### src/rtl/conv_window_sequencer.sv
// conv_window_sequencer: walks a KxK kernel over an IMG_W x IMG_H row-major map,
// two horizontally adjacent output positions per pass, and issues the source/kernel
// read addresses, MAC clear/last strobes and the result write-back addresses.
module conv_window_sequencer #(
  parameter int unsigned ADDR_W = 10,
  parameter int unsigned IMG_W  = 8,
  parameter int unsigned IMG_H  = 8,
  parameter int unsigned K      = 3
) (
  input  logic              i_clk,
  input  logic              i_rst,
  input  logic              i_start,
  input  logic [ADDR_W-1:0] i_src1_start_addr,
  input  logic [ADDR_W-1:0] i_kernal_start_addr,
  input  logic [ADDR_W-1:0] i_dest_start_addr,
  input  logic [2:0]        i_stride,
  output logic              o_rd_en,
  output logic [ADDR_W-1:0] o_src_addr1,
  output logic [ADDR_W-1:0] o_src_addr2,
  output logic [ADDR_W-1:0] o_kernel_addr,
  output logic              o_mac_clr,
  output logic              o_mac_last,
  output logic              o_lane2_valid,
  output logic              o_wr_en,
  output logic [ADDR_W-1:0] o_dest_addr1,
  output logic [ADDR_W-1:0] o_dest_addr2,
  output logic              o_busy,
  output logic              o_done
);

  // Counters must hold a position plus two maximum strides without overflow.
  localparam int unsigned MAX_DIM = (IMG_W > IMG_H) ? IMG_W : IMG_H;
  localparam int unsigned CNT_W   = $clog2(MAX_DIM + 2 * 7 + 1);
  localparam int unsigned KW      = (K > 1) ? $clog2(K) : 1;

  typedef enum logic [2:0] {
    S_IDLE  = 3'd0,
    S_LOAD  = 3'd1,
    S_READ  = 3'd2,
    S_DRAIN = 3'd3,
    S_WRITE = 3'd4,
    S_DONE  = 3'd5
  } state_t;

  state_t              state_q, state_d;
  logic [ADDR_W-1:0]   src_base_q, src_base_d;
  logic [ADDR_W-1:0]   kern_base_q, kern_base_d;
  logic [ADDR_W-1:0]   dest_base_q, dest_base_d;
  logic [ADDR_W-1:0]   dest_ptr_q, dest_ptr_d;
  logic [2:0]          stride_q, stride_d;
  logic [CNT_W-1:0]    row_q, row_d;
  logic [CNT_W-1:0]    col_q, col_d;
  logic [CNT_W-1:0]    col_step;
  logic [KW-1:0]       kr_q, kr_d;
  logic [KW-1:0]       kc_q, kc_d;
  logic                lane2_q, lane2_d;

  logic                rd_en_q, rd_en_d;
  logic [ADDR_W-1:0]   src1_q, src1_d;
  logic [ADDR_W-1:0]   src2_q, src2_d;
  logic [ADDR_W-1:0]   kaddr_q, kaddr_d;
  logic                clr_q, clr_d;
  logic                last_q, last_d;
  logic                wr_en_q, wr_en_d;
  logic [ADDR_W-1:0]   dst1_q, dst1_d;
  logic [ADDR_W-1:0]   dst2_q, dst2_d;
  logic                busy_q, busy_d;
  logic                done_q, done_d;

  // Next-state, window walk and output values aligned to the next state.
  always_comb begin
    state_d     = state_q;
    src_base_d  = src_base_q;
    kern_base_d = kern_base_q;
    dest_base_d = dest_base_q;
    dest_ptr_d  = dest_ptr_q;
    stride_d    = stride_q;
    row_d       = row_q;
    col_d       = col_q;
    kr_d        = kr_q;
    kc_d        = kc_q;
    lane2_d     = lane2_q;
    rd_en_d     = 1'b0;
    src1_d      = '0;
    src2_d      = '0;
    kaddr_d     = '0;
    clr_d       = 1'b0;
    last_d      = 1'b0;
    wr_en_d     = 1'b0;
    dst1_d      = '0;
    dst2_d      = '0;
    col_step    = col_q + CNT_W'({stride_q, 1'b0});

    case (state_q)
      S_IDLE: begin
        if (i_start) state_d = S_LOAD;
      end
      S_LOAD: begin
        src_base_d  = i_src1_start_addr;
        kern_base_d = i_kernal_start_addr;
        dest_base_d = i_dest_start_addr;
        stride_d    = (i_stride == 3'd0) ? 3'd1 : i_stride;
        row_d       = '0;
        col_d       = '0;
        kr_d        = '0;
        kc_d        = '0;
        dest_ptr_d  = '0;
        state_d     = S_READ;
      end
      S_READ: begin
        if (kc_q == KW'(K - 1)) begin
          kc_d = '0;
          if (kr_q == KW'(K - 1)) begin
            kr_d    = '0;
            state_d = S_DRAIN;
          end else begin
            kr_d = kr_q + KW'(1);
          end
        end else begin
          kc_d = kc_q + KW'(1);
        end
      end
      S_DRAIN: begin
        state_d = S_WRITE;
      end
      S_WRITE: begin
        dest_ptr_d = dest_ptr_q + ADDR_W'(lane2_q) + ADDR_W'(1);
        if (32'(col_step) + K > IMG_W) begin
          col_d = '0;
          row_d = row_q + CNT_W'(stride_q);
        end else begin
          col_d = col_step;
        end
        if (32'(row_d) + K > IMG_H) state_d = S_DONE;
        else                        state_d = S_READ;
      end
      S_DONE: begin
        state_d = S_IDLE;
      end
      default: begin
        state_d = S_IDLE;
      end
    endcase

    // Read-side outputs for the tap that will be current in the next cycle.
    if (state_d == S_READ) begin
      rd_en_d = 1'b1;
      src1_d  = src_base_d + ADDR_W'((32'(row_d) + 32'(kr_d)) * IMG_W)
                + ADDR_W'(col_d) + ADDR_W'(kc_d);
      src2_d  = src1_d + ADDR_W'(stride_d);
      kaddr_d = kern_base_d + ADDR_W'(32'(kr_d) * K) + ADDR_W'(kc_d);
      clr_d   = (kr_d == '0) && (kc_d == '0);
      last_d  = (kr_d == KW'(K - 1)) && (kc_d == KW'(K - 1));
      // Lane-2 validity is decided once per pair and held until its write-back.
      if (state_q != S_READ) lane2_d = (32'(col_d) + 32'(stride_d) + K <= IMG_W);
    end

    if (state_d == S_WRITE) begin
      wr_en_d = 1'b1;
      dst1_d  = dest_base_q + dest_ptr_q;
      dst2_d  = dst1_d + ADDR_W'(1);
    end

    if ((state_d == S_IDLE) || (state_d == S_LOAD) || (state_d == S_DONE)) lane2_d = 1'b0;

    busy_d = (state_d == S_LOAD) || (state_d == S_READ) ||
             (state_d == S_DRAIN) || (state_d == S_WRITE);
    done_d = (state_d == S_DONE);
  end

  // State, walk counters and registered outputs; reset returns everything to zero/IDLE.
  always_ff @(posedge i_clk) begin
    if (i_rst) begin
      state_q     <= S_IDLE;
      src_base_q  <= '0;
      kern_base_q <= '0;
      dest_base_q <= '0;
      dest_ptr_q  <= '0;
      stride_q    <= '0;
      row_q       <= '0;
      col_q       <= '0;
      kr_q        <= '0;
      kc_q        <= '0;
      lane2_q     <= 1'b0;
      rd_en_q     <= 1'b0;
      src1_q      <= '0;
      src2_q      <= '0;
      kaddr_q     <= '0;
      clr_q       <= 1'b0;
      last_q      <= 1'b0;
      wr_en_q     <= 1'b0;
      dst1_q      <= '0;
      dst2_q      <= '0;
      busy_q      <= 1'b0;
      done_q      <= 1'b0;
    end else begin
      state_q     <= state_d;
      src_base_q  <= src_base_d;
      kern_base_q <= kern_base_d;
      dest_base_q <= dest_base_d;
      dest_ptr_q  <= dest_ptr_d;
      stride_q    <= stride_d;
      row_q       <= row_d;
      col_q       <= col_d;
      kr_q        <= kr_d;
      kc_q        <= kc_d;
      lane2_q     <= lane2_d;
      rd_en_q     <= rd_en_d;
      src1_q      <= src1_d;
      src2_q      <= src2_d;
      kaddr_q     <= kaddr_d;
      clr_q       <= clr_d;
      last_q      <= last_d;
      wr_en_q     <= wr_en_d;
      dst1_q      <= dst1_d;
      dst2_q      <= dst2_d;
      busy_q      <= busy_d;
      done_q      <= done_d;
    end
  end

  assign o_rd_en       = rd_en_q;
  assign o_src_addr1   = src1_q;
  assign o_src_addr2   = src2_q;
  assign o_kernel_addr = kaddr_q;
  assign o_mac_clr     = clr_q;
  assign o_mac_last    = last_q;
  assign o_lane2_valid = lane2_q;
  assign o_wr_en       = wr_en_q;
  assign o_dest_addr1  = dst1_q;
  assign o_dest_addr2  = dst2_q;
  assign o_busy        = busy_q;
  assign o_done        = done_q;

endmodule

### config.mk
export PLATFORM = sky130hd
export DESIGN_NAME = conv_window_sequencer
export DESIGN_NICKNAME = d
export VERILOG_FILES = /design/src/rtl/conv_window_sequencer.sv
export SDC_FILE = /design/constraint.sdc
export NUM_CORES = 1
export LEC_CHECK = 0
export ABC_CLOCK_PERIOD_IN_PS = 5800
export CAP_MARGIN = 20
export CORE_MARGIN = 3
export CORE_UTILIZATION = 35
export DETAILED_ROUTE_END_ITERATION = 10
export PLACE_DENSITY = 0.61
export SLEW_MARGIN = 20
export SYNTH_ARGS = -nofsm -noshare
export SYNTH_HDL_FRONTEND = slang
export SYNTH_SLANG_ARGS = --single-unit
### constraint.sdc
create_clock -name i_clk -period 5.8 [get_ports i_clk]
set_input_delay 0.58 -clock i_clk [delete_from_list [all_inputs] [get_ports i_clk]]
set_output_delay 0.58 -clock i_clk [all_outputs]
set_load 0.03 [all_outputs]
==> run metrics, run 1 <==
fin nets 883; number of flops mapped to enable cells by yosys 0; clock tree from TritonCTS done; num rows 47; Finished Core Util 0.465; vias in the first global route 4771; Leak 3.40 nW; CP required 6.07 ns; CP Cell Sequence ha_1 -> fa_1 -> xnor2_1 -> nand3b_1 -> mux2i_2 -> nor2_1 -> a22o_1 -> ha_1 -> inv_1 -> fa_1 -> inv_1 -> fa_1 -> ha_1 -> or2_2 -> a21o_1 -> a211o_1 -> nand4b_4 -> nor4b_2 -> xor2_1 -> nor2_1; Slew @ Worst Pin 0.919 ns; Remaining DRCs 0; max-cap viol count 0; CTS Root Cell clkbuf_16; Worst-path clk slew 0.06 ns; Final Wtd Congestion 0.825; RSZ-0062 raised after global routing false; layout cells sized above 1 0.0706; status complete, no violations; I/O pin cnt 93; routed wire length between 10000 and 15000 um; slowest CP cell mux2i_2; HP Class reg2reg; setup tns final 0 ns; Routed WL per cell 13.4 um; reg-to-reg startpoint stride_q[0]; ys flop type dfxtp_1; DPL Wire Length ~10000 um; synth-to-layout area growth 28.2%; pre-CTS setup slack between 0.6 and 0.7 ns; Max-slew headroom 0.387; Fmax between 0.15 and 0.2 GHz; vias post-DR 4789; met1 usage 0.186; Hold Buf Count CTS 0; Yosys reg bits 117; Setup Viol. Count Final 0; Setup CP Type reg2reg; Post-Synthesis Cells 688; H-tree depth 4; Setup Skew 0.00648 ns; commonest non-fill, non-tap cell in the layout dfxtp_1; met2 Track Usage GR 0.260; busiest grt layer met2; Iter 0 DRT Violations 197; clk sinks 117; Critical Path End Type flop; Vias/cell 4.73; Worst EP arrival 5.45 ns; sequential area share after synthesis 0.384; Clk Latency, worst-skew pair 0.42 ns; fin crit share 0.894; commonest non-fill, non-tap cells in the layout dfxtp_1, clkdlybuf4s50_1, nor2_1; clock buffer depth 2; CP startpoint kind flop; Overflow after GRT 0; DIE WIDTH 138 um; fill cell count 1682; Final WS setup 0.617 ns; n_diodes 0; largest fanout on the critical path 8; total track usage 0.152; synth warn 0; CTS buffer count 17; antenna violations before repair 0; Worst VDD drop between 150 and 200 uV; hold wc startpoint dest_base_q[7]; largest net degree at the start of global routing 65; DRT Pass-1 Iters 5; Port Buf Inserts 92; Hold Vio Cnt, Final 0; Pwr per Cell Area 275 nW/um2; Post-CTS Resized 0; fin crit period 5.18 ns; Post-synth ARST share 0; met3 Resource Use GR 0.0396; die extent in y 138 um; Post-CTS Setup Repair Bufs 0; Syn Nets 791; core area 16800 um2; Distinct cells, synth 56; CP startpoint stride_q[0]; max-slew violations 0; CP peak stage delay 0.41 ns; Mapped Area 6100 um2; Initial Utilization 0.363; Die Area roughly 19000 um2; Post-DRT Antenna Nets 0; first-pass GRT wire length 22700 um; Mean Syn Cell Area 8.86 um2
[layer usage]
metal | routed length (um) | share of wire
met5 | 0 | 0
met4 | 260 | 0.019
met3 | 616 | 0.045
met2 | 6530 | 0.48
met1 | 6200 | 0.46
[Yosys cell counts (11+ instances only)]
cell,count,area (um2)
a21o_1,12,90.1
a21oi_1,53,265
and2_1,20,125
clkbuf_1,16,60.1
dfxtp_1,117,2340
fa_1,14,280
ha_1,53,663
inv_1,37,139
mux2i_1,11,110
nand2_1,76,285
nand3_1,19,95.1
nor2_1,89,334
nor3_1,12,60.1
o21ai_0,16,80.1
xnor2_1,29,254
xor2_1,18,158
[power by group]
group / internal (mW) / switching [mW]
Combinational: 0.107 / 0.152
Clock: 0.663 / 0.379
Sequential: 0.829 / 0.0156
[sequential cells by signal, summed over array words and instances, names as in the netlist, 5 cells and up]
| register | count |
|---|---|
| dest_base_q | 10 |
| o_dest_addr2 | 10 |
| dest_ptr_q | 10 |
| o_src_addr2 | 10 |
| o_src_addr1 | 10 |
| src_base_q | 10 |
| o_dest_addr1 | 10 |
| col_q | 5 |
| kern_base_q | 10 |
| row_q | 5 |
| o_kernel_addr | 10 |
[path summary, 6_finish.rpt]
kind / end / slack (ns) / depth (start not counted)
max reg2reg: o_src_addr2[9] / 0.62 / 20
min reg2reg: dest_base_q[7] / 0.46 / 2
max: o_src_addr2[9] / 0.62 / 20
min: dest_base_q[7] / 0.46 / 2
[critical path: cells and delay by family, from the launching register on]
family,cells,cell delay [ns]
AND/OR/NAND/NOR,6,1.15
buffers and inverters,2,0.15
XOR/XNOR,2,0.35
flip-flops,1,0.33
multiplexers,1,0.41
AO/OA/AOI/OAI,3,0.77
adder cells (fa/ha/maj),6,1.88
[final cells by class]
cell class              instances  area, um2  area share
well taps                     220        275      0.0352
multi-input cells             509       3510       0.449
inverters                      38        143      0.0183
clock buffers                  20        467      0.0597
flip-flops and latches        117       2340       0.300
repair buffers                 97        953       0.122
clock inverters                12        128      0.0163
[metrics by stage]
stage	power, mW	instances	hold WS [ns]	instance area [um2]
2_1_floorplan	1.04	688	0.441	6100
3_3_place_gp	1.12	981	0.450	7220
3_5_place_dp	1.12	981	0.453	7220
4_1_cts	2.17	1013	0.461	7810
5_1_grt	2.25	1013	0.480	7810
6_report	2.15	1013	0.460	7810
[cells by family after synthesis]
logic type / count (synthesis) / share of synthesized area
AO/OA/AOI/OAI: 123 / 0.129
XOR/XNOR: 47 / 0.0675
adder cells (fa/ha/maj): 67 / 0.155
buffers and inverters: 62 / 0.0419
flip-flops: 117 / 0.384
multiplexers: 12 / 0.0203
AND/OR/NAND/NOR: 260 / 0.203
No activity file was read; power rests on OpenSTA's default activity.
==> run 2: changes to the inputs <==
--- a/config.mk
+++ b/config.mk
@@ -6,11 +6,13 @@
 export NUM_CORES = 1
 export LEC_CHECK = 0
 export ABC_CLOCK_PERIOD_IN_PS = 5800
-export CAP_MARGIN = 20
+export CAP_MARGIN = 15
 export CORE_MARGIN = 3
 export CORE_UTILIZATION = 35
 export DETAILED_ROUTE_END_ITERATION = 10
+export HOLD_SLACK_MARGIN = 0.12
 export PLACE_DENSITY = 0.61
+export SKIP_LAST_GASP = 1
 export SLEW_MARGIN = 20
 export SYNTH_ARGS = -nofsm -noshare
 export SYNTH_HDL_FRONTEND = slang
==> results of run 2 <==
No change in the layout: final DEF, timing and power equal those of run 1.
